--- src/rtl/seg7_pkg.sv ---
// Shared definitions for the attempt-count display receiver: segment codes, event kinds,
// decoder states and the BCD-to-binary / change-classification helpers.
package seg7_pkg;

    // Active-low segment codes, bit0=a .. bit6=g
    localparam logic [6:0] SEG_0     = 7'h40;
    localparam logic [6:0] SEG_1     = 7'h79;
    localparam logic [6:0] SEG_2     = 7'h24;
    localparam logic [6:0] SEG_3     = 7'h30;
    localparam logic [6:0] SEG_4     = 7'h19;
    localparam logic [6:0] SEG_5     = 7'h12;
    localparam logic [6:0] SEG_6     = 7'h02;
    localparam logic [6:0] SEG_7     = 7'h78;
    localparam logic [6:0] SEG_8     = 7'h00;
    localparam logic [6:0] SEG_9     = 7'h18;
    localparam logic [6:0] SEG_BLANK = 7'h7F;

    typedef enum logic [1:0] {EVT_INC, EVT_WRAP, EVT_CLEAR, EVT_JUMP} evt_kind_e;

    typedef enum logic [1:0] {WAIT_FIRST, LOCKED, FAULT} dec_state_e;

    // tens*10 + ones as shift-and-add; the result never exceeds 99
    function automatic logic [6:0] bcd_to_bin(input logic [3:0] tens, input logic [3:0] ones);
        return 7'({tens, 1'b0}) + {tens, 3'b000} + 7'(ones);
    endfunction

    function automatic evt_kind_e classify(input logic [6:0] old_v, input logic [6:0] new_v);
        if (new_v == old_v + 7'd1)
            return EVT_INC;
        else if (old_v == 7'd99 && new_v == 7'd0)
            return EVT_WRAP;
        else if (new_v == 7'd0)
            return EVT_CLEAR;
        else
            return EVT_JUMP;
    endfunction

endpackage

--- src/rtl/seg7_digit_decode.sv ---
// Combinational 7-segment (active-low) to BCD decoder; ok is low for any non-digit code,
// including blank.
module seg7_digit_decode
    import seg7_pkg::*;
(
    input  logic [6:0] seg,
    output logic [3:0] digit,
    output logic       ok
);

    always_comb begin
        digit = 4'd0;
        ok    = 1'b1;
        case (seg)
            SEG_0:   digit = 4'd0;
            SEG_1:   digit = 4'd1;
            SEG_2:   digit = 4'd2;
            SEG_3:   digit = 4'd3;
            SEG_4:   digit = 4'd4;
            SEG_5:   digit = 4'd5;
            SEG_6:   digit = 4'd6;
            SEG_7:   digit = 4'd7;
            SEG_8:   digit = 4'd8;
            SEG_9:   digit = 4'd9;
            default: ok = 1'b0;
        endcase
    end

endmodule

--- src/rtl/seg7_attempt_decoder.sv ---
// Receive side of the attempt-count display bus: sync, glitch-filter, decode, classify changes.
// Optional STICKY_ERR_EN adds err_clr/err_sticky error latching.
module seg7_attempt_decoder
    import seg7_pkg::*;
#(
    parameter int STABLE_CYCLES = 4
)
(
    input  logic       clk,
    input  logic       reset,
    input  logic [6:0] seg_ones,
    input  logic [6:0] seg_tens,
    output logic [3:0] digit_ones,
    output logic [3:0] digit_tens,
    output logic [6:0] value,
    output logic       locked,
    output logic       bad_pattern,
    output logic       evt_valid,
    input  logic       evt_ready,
    output logic [1:0] evt_kind,
    output logic [6:0] evt_value,
    output logic       evt_drop
`ifdef STICKY_ERR_EN
    ,
    input  logic       err_clr,
    output logic       err_sticky
`endif
);

    localparam int             CW      = $clog2(STABLE_CYCLES + 1);
    localparam logic [CW-1:0]  CNT_MAX = CW'(STABLE_CYCLES);
    localparam logic [CW-1:0]  CNT_PRE = CW'(STABLE_CYCLES - 1);

    logic [13:0]   sync1, sync2, prev;
    logic [CW-1:0] stable_cnt;
    logic          accept;

    always_ff @(posedge clk or posedge reset) begin
        if (reset) begin
            sync1      <= {SEG_BLANK, SEG_BLANK};
            sync2      <= {SEG_BLANK, SEG_BLANK};
            prev       <= {SEG_BLANK, SEG_BLANK};
            stable_cnt <= '0;
        end else begin
            sync1 <= {seg_tens, seg_ones};
            sync2 <= sync1;
            prev  <= sync2;
            if (sync2 != prev)
                stable_cnt <= '0;
            else if (stable_cnt != CNT_MAX)
                stable_cnt <= stable_cnt + 1'b1;
        end
    end

    // One-cycle strobe on the counter's step into saturation
    assign accept = (sync2 == prev) && (stable_cnt == CNT_PRE);

    logic [3:0] dec_ones, dec_tens;
    logic       ok_ones, ok_tens, pair_ok;
    logic [6:0] new_value;

    seg7_digit_decode u_dec_ones (.seg(prev[6:0]),  .digit(dec_ones), .ok(ok_ones));
    seg7_digit_decode u_dec_tens (.seg(prev[13:7]), .digit(dec_tens), .ok(ok_tens));

    assign pair_ok   = ok_ones && ok_tens;
    assign new_value = bcd_to_bin(dec_tens, dec_ones);

    dec_state_e state, state_n;
    logic       load_val, set_bad, clr_bad, evt_new;
    evt_kind_e  evt_kind_n;

    always_ff @(posedge clk or posedge reset) begin
        if (reset) state <= WAIT_FIRST;
        else       state <= state_n;
    end

    always_comb begin
        state_n    = state;
        load_val   = 1'b0;
        set_bad    = 1'b0;
        clr_bad    = 1'b0;
        evt_new    = 1'b0;
        evt_kind_n = EVT_JUMP;
        if (accept) begin
            if (!pair_ok) begin
                set_bad = 1'b1;
                if (state == LOCKED) state_n = FAULT;
            end else begin
                load_val = 1'b1;
                clr_bad  = 1'b1;
                state_n  = LOCKED;
                if (state == WAIT_FIRST) begin
                    evt_new    = 1'b1;
                    evt_kind_n = (new_value == 7'd0) ? EVT_CLEAR : EVT_JUMP;
                end else if (new_value != value) begin
                    evt_new    = 1'b1;
                    evt_kind_n = classify(value, new_value);
                end
            end
        end
    end

    // Event handshake: an event transfers on any edge where evt_valid && evt_ready; kind/value
    // are held while valid && !ready, and a newer event overwrites a stalled one (evt_drop).
    logic overwrite;
    assign overwrite = evt_new && evt_valid && !evt_ready;

    always_ff @(posedge clk or posedge reset) begin
        if (reset) begin
            digit_ones  <= '0;
            digit_tens  <= '0;
            value       <= '0;
            locked      <= 1'b0;
            bad_pattern <= 1'b0;
            evt_valid   <= 1'b0;
            evt_kind    <= '0;
            evt_value   <= '0;
            evt_drop    <= 1'b0;
        end else begin
            if (load_val) begin
                digit_ones <= dec_ones;
                digit_tens <= dec_tens;
                value      <= new_value;
                locked     <= 1'b1;
            end
            if (set_bad)      bad_pattern <= 1'b1;
            else if (clr_bad) bad_pattern <= 1'b0;
            evt_drop <= overwrite;
            if (evt_new) begin
                evt_valid <= 1'b1;
                evt_kind  <= evt_kind_n;
                evt_value <= new_value;
            end else if (evt_ready) begin
                evt_valid <= 1'b0;
            end
        end
    end

`ifdef STICKY_ERR_EN
    always_ff @(posedge clk or posedge reset) begin
        if (reset)                           err_sticky <= 1'b0;
        else if ((accept && !pair_ok) || overwrite) err_sticky <= 1'b1;
        else if (err_clr)                    err_sticky <= 1'b0;
    end
`endif

endmodule

--- config.mk ---
export PLATFORM = sky130hd
export DESIGN_NAME = seg7_attempt_decoder
export DESIGN_NICKNAME = d
export VERILOG_FILES = /design/src/rtl/seg7_pkg.sv /design/src/rtl/seg7_digit_decode.sv /design/src/rtl/seg7_attempt_decoder.sv
export SDC_FILE = /design/constraint.sdc
export NUM_CORES = 1
export LEC_CHECK = 0
export BUFFER_PORTS_ARGS = -buffer_cell sky130_fd_sc_hd__buf_2
export CAP_MARGIN = 40
export CORE_UTILIZATION = 60
export DETAILED_ROUTE_END_ITERATION = 12
export GPL_ROUTABILITY_DRIVEN = 0
export GPL_TIMING_DRIVEN = 0
export PLACE_DENSITY = 0.94
export SLEW_MARGIN = 10
export SYNTH_ARGS = -nofsm -noshare
export SYNTH_HDL_FRONTEND = slang
export SYNTH_SLANG_ARGS = --single-unit
--- constraint.sdc ---
create_clock -name clk -period 10.5 [get_ports clk]
set_input_delay 1.05 -clock clk [delete_from_list [all_inputs] [get_ports clk]]
set_output_delay 1.05 -clock clk [all_outputs]
set_load 0.02 [all_outputs]
# Word level (Yosys, flattened, before mapping)
# Index checks and enable logic that the tools add are counted.
# totals
reg_bits	75
inputBits	17
output_inout_bits	28
elab_cells	88
# classes
add_sub_neg	4
n_eq_ne	26
n_mux	27
reduce_logical	17
# ops
operator	count
4-bit one-hot mux with 9 select lines	2
7-bit == test (second input constant)	7
7-bit by 5-bit == test with 1-bit output (second input constant)	6
7-bit by 6-bit == test with 1-bit output (second input constant)	4
7-bit logical NOT	3
10-bit OR reduction	2
2-bit two-way mux	8
1-bit two-way mux	15
14-bit == test	1
7-bit by 2-bit == test with 1-bit output (second input constant)	2
14-bit != test	1
2-bit nonzero test	4
5-bit by 7-bit adder with 7-bit output	1
7-bit by 1-bit adder with 7-bit output (second input constant)	1
7-bit by 4-bit adder with 7-bit output	1
7-bit == test	1
7-bit != test	1
3-bit two-way mux	2
1-bit logical AND	5
3-bit by 1-bit adder with 3-bit output (second input constant)	1
3-bit by 2-bit == test with 1-bit output (second input constant)	1
3-bit != test (second input constant)	1
2-bit by 1-bit == test with 1-bit output (second input constant)	1
2-bit logical NOT	1
2 further kinds	2

# Longest topological paths before layout
# Gate-level depths: netlist of the first run.
# logic_depth
ltp_word	12
depth_mapped	17
depth_no_buf	16

# By module
# Synthesis of the first run repeated with hierarchy kept, for this count alone.
# hier_totals
hier_cells	266
area_unflattened_um2	3453.3
# by_module_without_submodules
mod	instances	cells_per_inst	area_each_um2	seq_area_each_um2
seg7_attempt_decoder	1	202	3015.4	1904.3
seg7_digit_decode	2	32	219.0	0.0

# Least setup slack after synthesis of the first run
# OpenSTA, ideal clock, no wires.
# synth_path
path_type	reg2reg
start	register prev[12]
end	register evt_value[0]
setup_ns	0.125
arrival_time_ns	4.400
required_ns	10.375
slack_ns	5.975
stages_incl_launch_ff	17
n_path_buf	1
synth_period_minus_slack_ns	4.525
path_cell_list	dfstp_2 > buf_1 > xnor2_1 > or3_1 > a21oi_1 > a21oi_1 > nor3b_1 > inv_1 > fa_1 > fa_1 > xnor2_1 > xor2_1 > nor3_1 > nand3_1 > or4_4 > nand2_8 > mux2_4
# synth_between
elab_chain_len	9
word_cells_on_any_way	23
classes_between	2 x add/sub; 11 x eq/ne; 6 x mux; 4 x reduce/logical
# synth_rtl
item	line_no	text
start: declaration	seg7_attempt_decoder.sv:34	logic [13:0] sync1, sync2, prev;
start signal: assignment	seg7_attempt_decoder.sv:42	prev <= {SEG_BLANK, SEG_BLANK};
start signal: assignment	seg7_attempt_decoder.sv:47	prev <= sync2;
7-bit by 5-bit == test with 1-bit output, or another cell as far along	seg7_digit_decode.sv:14	case (seg)
4-bit one-hot mux with 9 select lines *	seg7_digit_decode.sv:14	
via dec_tens[0]	seg7_attempt_decoder.sv:58	logic [3:0] dec_ones, dec_tens;
5-bit by 7-bit adder with 7-bit output *	seg7_pkg.sv:24	return 7'({tens, 1'b0}) + {tens, 3'b000} + 7'(ones);
7-bit by 4-bit adder with 7-bit output *	seg7_pkg.sv:24	
7-bit != test *	seg7_attempt_decoder.sv:95	end else if (new_value != value) begin
1-bit two-way mux *	seg7_attempt_decoder.sv:95	
1-bit two-way mux *	seg7_attempt_decoder.sv:92	if (state == WAIT_FIRST) begin
1-bit two-way mux *	seg7_attempt_decoder.sv:85	if (!pair_ok) begin
1-bit two-way mux *	seg7_attempt_decoder.sv:84	if (accept) begin
end signal: assignment	seg7_attempt_decoder.sv:132	evt_value <= new_value;
end: declaration	seg7_attempt_decoder.sv:21	output logic [6:0] evt_value,
# The timed path passes the listed nets; every way through them passes the cells marked *.
# A chain may end at the register's enable or synchronous reset.

# Worst setup path after layout of the first run
# layout_path
start	register prev[12]
end	register evt_kind[1]
# layout_between
elab_chain_len	12
word_cells_on_any_way	32
classes_between	2 x add/sub; 12 x eq/ne; 12 x mux; 6 x reduce/logical
# layout_rtl
item	line_no	text
7-bit by 5-bit == test with 1-bit output, or another cell as far along	seg7_digit_decode.sv:14	
4-bit one-hot mux with 9 select lines *	seg7_digit_decode.sv:14	
via dec_tens[0]	seg7_attempt_decoder.sv:58	
5-bit by 7-bit adder with 7-bit output *	seg7_pkg.sv:24	
7-bit by 4-bit adder with 7-bit output *	seg7_pkg.sv:24	
7-bit logical NOT	seg7_pkg.sv:30	else if (old_v == 7'd99 && new_v == 7'd0)
1-bit logical AND	seg7_pkg.sv:30	
2-bit two-way mux	seg7_pkg.sv:30	
2-bit two-way mux	seg7_pkg.sv:28	if (new_v == old_v + 7'd1)
2-bit two-way mux	seg7_attempt_decoder.sv:95	
2-bit two-way mux	seg7_attempt_decoder.sv:92	
2-bit two-way mux	seg7_attempt_decoder.sv:85	
2-bit two-way mux	seg7_attempt_decoder.sv:84	
end signal: assignment	seg7_attempt_decoder.sv:131	evt_kind <= evt_kind_n;
end: declaration	seg7_attempt_decoder.sv:20	output logic [1:0] evt_kind,
# Marks and branches as above.

==> impl_metrics.yaml, run 1 <==
outcome:
  status: "finished, final reports clean"
global_routing:
  grt_util_all_layers_pct: 24.5
  grt_pass1_vias: 2564
  grt_max_degree: 74
  grt_pass1_wl_um: 11300
  grt_remaining_overflow: 0
  antenna_found_initial: 0
timing:
  finalCriticalPeriod_ns: 5.23
  finalSetupViolCount: 0
  relSlewSlack_pct: 41.4
  min_period_over_period_pct: 49.8
  drv_slew: 0
  hold_ws_ns: 0.358
  finalClockSkew_ns: 0.0137
  tns_ns: 0
  worst_pin_slew_ns: 0.871
  fmax_mhz: 191
  rsz0062_at_grt: "no"
  hold_viol: 0
die:
  io_pins: 45
  start_util_pct: 63.1
  core_um2: 5570
  die_x_um: 78.6
  num_rows: 27
  die-area_um2: 6170
  chipHeight_um: 78.6
cells_and_area:
  antenna_cells: 0
  area_growth_pct: 15.3
  drive_gt1_share_pct: 38.2
  final_cell_mix: "buf_2 (46), dfstp_2 (42), dfrtp_1 (32), xnor2_1 (25), nor2_1 (17)"
  final_common_cell: "buf_2"
  final_cells: 425
  nNetsFinal: 378
power_and_ir_drop:
  intPower_mw: 0.428
  irDropWorstVdd_uv: 123
  leakagePower_nw: 1.90
  powerDensity_nw_per_um2: 140
  power.net_switching_mw: 0.139
  p_sw_share_pct: 24.6
  power.total_mw: 0.567
  seqPwrFrac_pct: 53.7
  combPwrFrac_pct: 7.2
  clock_power_share_pct: 39.1
worst_setup_path:
  arrival_ns: 5.47
  max_stage_delay_ns: 0.61
  r2r_slack_ns: 5.27
  critical-path-top-delay-family: "simple AND/OR/NAND/NOR gates"
  r2r_start: "prev[12]"
  required_ns: 10.74
  crit_path_max_fanout: 10
  crit_chain: "buf_1 > xnor2_1 > or3_1 > a21oi_1 > a21oi_1 > nor3b_1 > inv_1 > fa_1 > fa_1 > xnor2_1 > xor2_1 > nor3_1 > nand3_1 > or4_4 > nand2_8 > mux2_4"
  reg2reg_to: "evt_kind[1]"
  critPathKind: "reg -> reg"
  ff2ff_path_depth: 16
  cp_slowest_cell: "or4_4"
  crit_start: "prev[12]"
  cp-end-kind: "register"
  startpoint_type: "register"
  crit_buf_inv: 2
routing:
  drc: 0
  postRouteAntennaNets: 0
  drt_iter0_drc: 85
  vias: 2363
  viasPerCell: 5.56
  first_pass_iters: 4
  drt-total-wl_um: 6690
  wire_per_inst_um: 15.7
clock_network:
  insertion_delay_ns: 0.36
  postCtsSetupRepairBufs: 0
  clock_sinks: 74
  cts_buffers: 9
  ctsHtreeMaxLevel: 3
  clockBufferDepth: 2
  cts_root_buffer: "clkbuf_8"
  path_clk_slew_ns: 0.08
  ctsResizeCount: 0
  holdBufCountCts: 0
  tritoncts: "done"
logic_synthesis:
  yosysSeqAreaShare_pct: 54.2
  syn_nets: 322
  synth_area_um2: 3520
  syn_area_per_cell_um2: 12.0
  synthesis.instances: 292
  yosys_warnings: 0
  synth.distinct_cells: 48
  ys_ff_latch: 74
placement:
  dp_hpwl_um: 4670
  port_buffers: 44
  placed_cells: 409
worst_hold_path:
  min_from: "sync1[7]"
  holdPathStages: 0
  whs_endpoint: "sync2[7]"
  holdCritPathClass: "reg -> reg"
flow_run:
  drv_cap: 0
-- registers in the layout, indices dropped and copies added (netlist names) --
| name | cells |
|---|---|
| sync2 | 14 |
| value | 6 |
| digit_tens | 4 |
| digit_ones | 4 |
| evt_drop | 1 |
| prev | 14 |
| sync1 | 14 |
| stable_cnt | 3 |
| evt_value | 7 |
| locked | 1 |
| bad_pattern | 1 |
| evt_kind | 2 |
| evt_valid | 1 |
| state | 2 |
-- cells by family (layout without fill, tap and decap cells) --
kind of cell             Yosys count  in the layout  share of synthesized area [%]
AO/OA/AOI/OAI                     31             31                           5.69
flip-flops                        74             74                           54.2
buffers and inverters             31             92                           3.81
multiplexers                      22             22                           7.79
adder cells (fa/ha/maj)           13             13                           5.05
AND/OR/NAND/NOR                   82             82                           13.6
XOR/XNOR                          39             39                           9.93
-- final cells by class --
| class | instances | area (µm²) |
|---|---|---|
| sequential | 74 | 1900 |
| multi-input combinational | 187 | 1480 |
| timing repair buffer | 45 | 248 |
| inverter | 16 | 62.6 |
| clock inverter | 7 | 73.8 |
| buffer | 15 | 73.8 |
| clock buffer | 9 | 124 |
| fill | 382 | 1520 |
| tap | 72 | 90.1 |
-- layer usage --
metal,part of all wire [%],vias up,wire length [µm],GRT usage (%)
met2,54,81,3600,45.7
met4,2.0,0,136,12.0
met3,4.7,16,315,5.81
met5,0,-,0,0
met1,39,1157,2640,25.3
li1,-,1109,-,-
-- power groups by stage --
stage,clock [mW],sequential (mW),combinational (mW)
detailed placement,0,0.309,0.0405
finish,0.222,0.304,0.0410
CTS,0.227,0.304,0.0411
global placement,0,0.308,0.0370
floorplan,0,0.308,0.0294
global route,0.237,0.305,0.0454
-- stage by stage --
stage	setup slack (ns)	utilization [%]	cell area, µm²
global placement	5.51	68.6	3830
detailed placement	5.42	69.2	3860
CTS	5.29	72.7	4050
floorplan	5.98	-	3520
finish	5.27	72.7	4050
global route	5.00	72.7	4050
-- synthesized netlist by cell type (all sizes together) --
| library cell | count | area, µm² |
|---|---|---|
| a2111oi | 1 | 8.76 |
| a211oi | 1 | 7.51 |
| a21boi | 2 | 15.0 |
| a21o | 1 | 7.51 |
| a21oi | 11 | 55.1 |
| a221oi | 1 | 8.76 |
| a31oi | 2 | 12.5 |
| a32oi | 2 | 17.5 |
| and2 | 1 | 6.26 |
| and3 | 2 | 12.5 |
| and4b | 2 | 20.0 |
| buf | 8 | 47.5 |
| clkbuf | 7 | 26.3 |
| dfrtp | 32 | 801 |
| dfstp | 42 | 1100 |
| fa | 2 | 40.0 |
| ha | 11 | 138 |
| inv | 16 | 60.1 |
| mux2 | 19 | 244 |
| mux2i | 3 | 30.0 |
| nand2 | 16 | 76.3 |
| nand2b | 5 | 31.3 |
| nand3 | 9 | 45.0 |
| nand3b | 2 | 15.0 |
| nand4 | 5 | 31.3 |
| nor2 | 17 | 63.8 |
| nor3 | 9 | 56.3 |
| nor3b | 2 | 15.0 |
| nor4 | 4 | 40.0 |
| o21a | 1 | 7.51 |
| o21ai | 5 | 25.0 |
| o2bb2ai | 1 | 8.76 |
| o32ai | 3 | 26.3 |
| or2 | 1 | 6.26 |
| or3 | 3 | 23.8 |
| or4 | 4 | 33.8 |
| xnor2 | 25 | 219 |
| xor2 | 14 | 130 |
-- how the worst max path moves through the flow --
stage | cells past startpoint | end | slack [ns]
final | 16 | evt_kind[1] | 5.27
after detailed placement | 16 | evt_kind[1] | 5.42
after floorplan | 16 | evt_value[0] | 5.98
after global routing | 16 | evt_value[2] | 5.00
after CTS | 16 | evt_kind[1] | 5.29
after global placement | 16 | evt_kind[1] | 5.51
(Power assumes the default switching activity.)
==> run 2: changes to the inputs <==
CORE_UTILIZATION = 52   (was 60)
PLACE_DENSITY = 0.88   (was 0.94)
clock period = 4.4 ns   (was 10.5 ns; I/O delays follow)
==> impl_metrics.yaml, run 2 (synthesis gave the netlist of run 1 again) <==
worst_setup_path:
  crit_path_max_fanout: 5
  ff2ff_path_depth: 16
  required_ns: 4.64
  reg2reg_to: "evt_value[5]"
  r2r_slack_ns: 0.14
  arrival_ns: 4.51
  startpoint_type: "register"
  critPathKind: "reg -> reg"
  cp-end-kind: "register"
  r2r_start: "prev[12]"
timing:
  worst_pin_slew_ns: 0.847
  hold_viol: 0
  min_period_over_period_pct: 96.9
  hold_ws_ns: 0.0696
  finalClockSkew_ns: 0.00790
  drv_slew: 0
  layout_setup_ws_ns: 0.136
  fmax_mhz: 235
  finalSetupViolCount: 0
  finalCriticalPeriod_ns: 4.26
  relSlewSlack_pct: 43.0
  rsz0062_at_grt: "yes"
power_and_ir_drop:
  clock_power_share_pct: 36.9
  seqPwrFrac_pct: 55.5
  power.net_switching_mw: 0.316
  p_sw_share_pct: 24.1
  irDropWorstVdd_uv: 302
  leakagePower_nw: 1.96
  intPower_mw: 0.997
  powerDensity_nw_per_um2: 314
  combPwrFrac_pct: 7.6
clock_network:
  holdBufCountCts: 0
  insertion_delay_ns: 0.36
  cts_root_buffer: "clkbuf_8"
  ctsHtreeMaxLevel: 3
  path_clk_slew_ns: 0.08
  tritoncts: "done"
  cts_buffers: 9
  clockBufferDepth: 2
  clock_sinks: 74
routing:
  drt_iter0_drc: 123
  first_pass_iters: 11
  wl_met1_um: 2710
  highest_layer: "met4"
  drt-total-wl_um: 6710
  viasPerCell: 5.41
  vias: 2370
  dr_wl_met3_um: 393
  postRouteAntennaNets: 0
  wire_per_inst_um: 15.3
  dr_wl_met2_um: 3500
  drc: 10
cells_and_area:
  drive_gt1_share_pct: 42.7
  final_cell_mix: "buf_2 (46), dfstp_2 (42), dfrtp_1 (32), xnor2_1 (23), nor2_1 (17)"
  antenna_cells: 0
  final_cells: 438
  fillers: 491
  final_area_um2: 4180
  area_growth_pct: 19.0
  nNetsFinal: 386
  final_common_cell: "buf_2"
  fin_util_pct: 65.1
  reg_top3: "prev (14), sync1 (14), sync2 (14)"
global_routing:
  grt_max_degree: 45
  grt_pass1_wl_um: 10700
  antenna_found_initial: 0
  grt_pass1_vias: 2306
  grt_util_all_layers_pct: 20.0
  grt_remaining_overflow: 0
placement:
  placed_cell_area_um2: 3860
  port_buffers: 44
  dp_hpwl_um: 4620
  placed_cells: 414
  pre_cts_ws_ns: -0.538
outcome:
  violations: "design-rule violations"
  status: "finished with violations"
die:
  chipHeight_um: 84.2
  start_util_pct: 54.7
  die_x_um: 84.2
  core_um2: 6420
  io_pins: 45
  die-area_um2: 7090
  num_rows: 29
flow_run:
  drv_cap: 0
worst_hold_path:
  holdCritPathClass: "in -> async"
-- run 2: routing by layer --
metal / global-route usage (%) / up-vias
met4: 7.05 / 0
met1: 23.1 / 1150
met2: 34.5 / 83
met5: 0 / -
li1: - / 1126
met3: 6.98 / 11
-- run 2: final cells by class --
type	count	area, µm²	area share, %
buffer	13	73.8	1.76
clock buffer	12	156	3.74
clock inverter	4	25.0	0.598
inverter	16	62.6	1.50
multi-input combinational	188	1560	37.2
sequential	74	1900	45.5
tap	77	96.3	2.30
timing repair buffer	54	308	7.36
-- run 2: worst max-delay path by stage --
| stage | start | endpoint | slack [ns] | depth (start not counted) |
|---|---|---|---|---|
| 2_1_floorplan | prev[12] | evt_value[6] | 0.006 | 16 |
| 3_3_place_gp | prev[12] | evt_kind[1] | -0.43 | 16 |
| 3_5_place_dp | prev[12] | evt_kind[0] | -0.54 | 16 |
| 4_1_cts | prev[12] | evt_value[2] | 0.02 | 16 |
| 5_1_grt | prev[12] | evt_value[6] | -0.02 | 16 |
| 6_report | prev[12] | evt_value[5] | 0.14 | 16 |
-- run 2: through the flow --
| stage | power (mW) | setup TNS [ns] |
|---|---|---|
| after detailed placement | 0.834 | -5.17 |
| after global routing | 1.37 | -0.0921 |
| after floorplan | 0.805 | 0 |
| after global placement | 0.824 | -3.95 |
| after CTS | 1.33 | 0 |
| final | 1.31 | 0 |
-- run 2: critical path: stages (launching register included) --
cell and delay [ns]:
dfstp_2 0.58, buf_6 0.13, xnor2_1 0.05, or3_1 0.30
a21oi_1 0.14, a21oi_1 0.06, nor3b_2 0.23, inv_1 0.09
fa_1 0.51, fa_2 0.43, xnor2_4 0.17, xor2_2 0.17
nor3_2 0.12, nand3_1 0.12, or4_4 0.62, nand2_4 0.13
mux2_4 0.30
-- run 2: repair_timing --
| item | 4_1_cts | 5_1_grt |
|---|---|---|
| setup buffers | 3 | 6 |
| gates cloned | 1 | 0 |
| setup endpoints to repair | 11 | 9 |
| pin swaps | 4 | 8 |
| endpoints found under the hold margin | 0 | 0 |
| gates resized for setup | 7 | 9 |
-- run 2: power by group through the flow --
stage | Clock [mW] | Sequential (mW) | Combinational (mW)
3_3_place_gp | 0 | 0.735 | 0.0887
6_report | 0.484 | 0.729 | 0.100
5_1_grt | 0.531 | 0.731 | 0.112
3_5_place_dp | 0 | 0.738 | 0.0964
4_1_cts | 0.502 | 0.727 | 0.0978
2_1_floorplan | 0 | 0.734 | 0.0703
==> run 3: changes to the inputs <==
ABC_AREA = 1   (was not set)
==> impl_metrics.yaml, run 3 <==
outcome:
  status: "finished, final reports clean"
timing:
  min_period_over_period_pct: 81.0
  drv_slew: 0
  hold_viol: 0
  finalClockSkew_ns: 0.0109
  worst_pin_slew_ns: 0.478
  finalCriticalPeriod_ns: 3.56
  layout_setup_ws_ns: 0.837
  fmax_mhz: 281
  relSlewSlack_pct: 68.1
  tns_ns: 0
  finalSetupViolCount: 0
  rsz0062_at_grt: "no"
die:
  die-area_um2: 7310
  io_pins: 45
  chipHeight_um: 85.5
  die_x_um: 85.5
  num_rows: 30
  start_util_pct: 53.6
  core_um2: 6760
logic_synthesis:
  syn_nets: 476
  synth.distinct_cells: 29
  synthesis.instances: 446
  synth_top_area_cell: "dfstp_2"
  synth_top_area_share_pct: 30.5
  synthTopCellsByCount: "nand2_1 (143), inv_1 (64), nor2_1 (50)"
  syn_area_per_cell_um2: 8.12
  synth.area.top_cells: "dfstp_2 (30%), dfrtp_1 (22%), nand2_1 (15%)"
  synth_ff_type: "dfstp_2"
  synth_edf_count: 0
  synth.most_common_cell: "nand2_1"
  yosysSeqAreaShare_pct: 52.6
  yosys_warnings: 0
  synth_area_um2: 3620
  synthArstFlopShare_pct: 100
  ys_ff_latch: 74
cells_and_area:
  area_growth_pct: 15.4
  fillers: 543
  antenna_cells: 0
  multi_input_area_um2: 1430
  final_cells: 587
  final_common_cell: "nand2_1"
  reg_top3: "prev (14), sync1 (14), sync2 (14)"
  fin_util_pct: 61.9
  regArea_um2: 1900
  nNetsFinal: 532
  final_cell_mix: "nand2_1 (143), inv_1 (63), nor2_1 (50), buf_2 (46), dfstp_2 (42)"
  drive_gt1_share_pct: 24.1
clock_network:
  holdBufCountCts: 0
  ctsResizeCount: 0
  cts_root_buffer: "clkbuf_8"
  clockBufferDepth: 2
  path_clk_slew_ns: 0.07
  ctsHtreeMaxLevel: 3
  tritoncts: "done"
  postCtsSetupRepairBufs: 0
  clock_sinks: 74
  cts_buffers: 9
  insertion_delay_ns: 0.35
power_and_ir_drop:
  power.net_switching_mw: 0.313
  p_sw_share_pct: 22.7
  intPower_mw: 1.06
  leakagePower_nw: 2.28
  powerDensity_nw_per_um2: 329
  clock_power_share_pct: 41.4
  irDropWorstVdd_uv: 303
  combPwrFrac_pct: 5.6
  seqPwrFrac_pct: 53.0
worst_setup_path:
  crit_path_max_fanout: 10
  critPathKind: "reg -> reg"
  startpoint_type: "register"
  crit_chain: "inv_1 > nand3_1 > inv_1 > nand2_1 > o21ai_0 > nor2_1 > inv_1 > ha_1 > ha_1 > inv_1 > fa_1 > inv_1 > nand2_1 > nand2_1 > nand4_1 > nor2_1 > nand2_1 > nor2_1 > nand2_2 > nand2_4 > buf_8 > nand2_1 > o21ai_1"
  max_stage_delay_ns: 0.54
  cp-end-kind: "register"
  cp_slowest_cell: "dfstp_2"
  r2r_slack_ns: 0.84
  required_ns: 4.68
  arrival_ns: 3.84
global_routing:
  grt_pass1_vias: 2924
  antenna_found_initial: 0
  grt_remaining_overflow: 0
  grt_util_all_layers_pct: 21.5
  grt_max_degree: 49
  grt_pass1_wl_um: 12200
routing:
  wire_per_inst_um: 11.7
  viasPerCell: 5.11
  drt-total-wl_um: 6870
  drc: 0
  drt_iter0_drc: 139
  first_pass_iters: 4
  vias: 2999
  postRouteAntennaNets: 0
placement:
  pre_cts_ws_ns: 0.868
  placed_cells: 571
  port_buffers: 44
  dp_hpwl_um: 5200
flow_run:
  drv_cap: 0
worst_hold_path:
  holdCritPathClass: "in -> async"
## run 3: cell types whose count changed after synthesis, sizes merged, moves of 19 or more
| cell | change |
|---|---|
| inv | +52 |
| nand2 | +130 |
| xnor2 | -24 |
| nor2 | +35 |
| nand3 | +22 |
| o21ai | +22 |
| mux2 | -19 |
## run 3: per-stage QoR
stage / hold WS (ns) / total power, mW / area [µm²]
6_report: 0.0579 / 1.38 / 4180
5_1_grt: 0.0864 / 1.44 / 4180
4_1_cts: 0.0653 / 1.39 / 4180
3_5_place_dp: 0.347 / 0.818 / 3970
3_3_place_gp: 0.345 / 0.809 / 3940
2_1_floorplan: 0.345 / 0.792 / 3620
## run 3: per-layer routing
metal  wire length, µm  GRT usage, %
met5                 0             0
met4               236          10.9
met3               396          7.10
met2              3330          35.9
met1              2900          24.8
## run 3: power by group through the flow
stage | clock, mW | combinational, mW | sequential [mW]
2_1_floorplan | 0 | 0.0541 | 0.738
3_3_place_gp | 0 | 0.0702 | 0.739
3_5_place_dp | 0 | 0.0766 | 0.741
4_1_cts | 0.582 | 0.0771 | 0.730
5_1_grt | 0.618 | 0.0892 | 0.733
6_report | 0.570 | 0.0764 | 0.730
## run 3: final cells by class
cell class / instances / area share [%]
clock inverters: 6 / 2.12
repair buffers: 45 / 5.74
flip-flops and latches: 74 / 45.5
inverters: 68 / 6.16
plain buffers: 5 / 0.867
well taps: 80 / 2.39
clock buffers: 10 / 3.05
multi-input cells: 299 / 34.1
## run 3: final timing paths
path | end | startpoint | depth (start not counted)
max in group asynchronous | prev[9] | reset | 3
worst min register to register | sync2[8] | sync1[8] | 0
worst min-delay path | digit_ones[3] | reset | 2
worst max register to register | evt_value[0] | prev[5] | 23
worst max-delay path | evt_value[0] | prev[5] | 23
min in group clk | sync1[13] | seg_tens[6] | 1
## run 3: cell families after synthesis
logic type,count (synthesis),synth area share [%]
adder cells (fa/ha/maj),13,4.90
flip-flops,74,52.6
buffers and inverters,73,8.05
XOR/XNOR,4,1.17
AO/OA/AOI/OAI,33,4.83
AND/OR/NAND/NOR,249,28.5
## run 3: worst max-delay path: cells and delay by family, from the launching register on
kind / cells / cell delay (ns)
and+or+nand+nor: 12 / 1.25
DFF: 1 / 0.54
AOI/OAI and AO/OA: 2 / 0.16
buffers and inverters: 6 / 0.55
adders and majority gates: 3 / 0.98
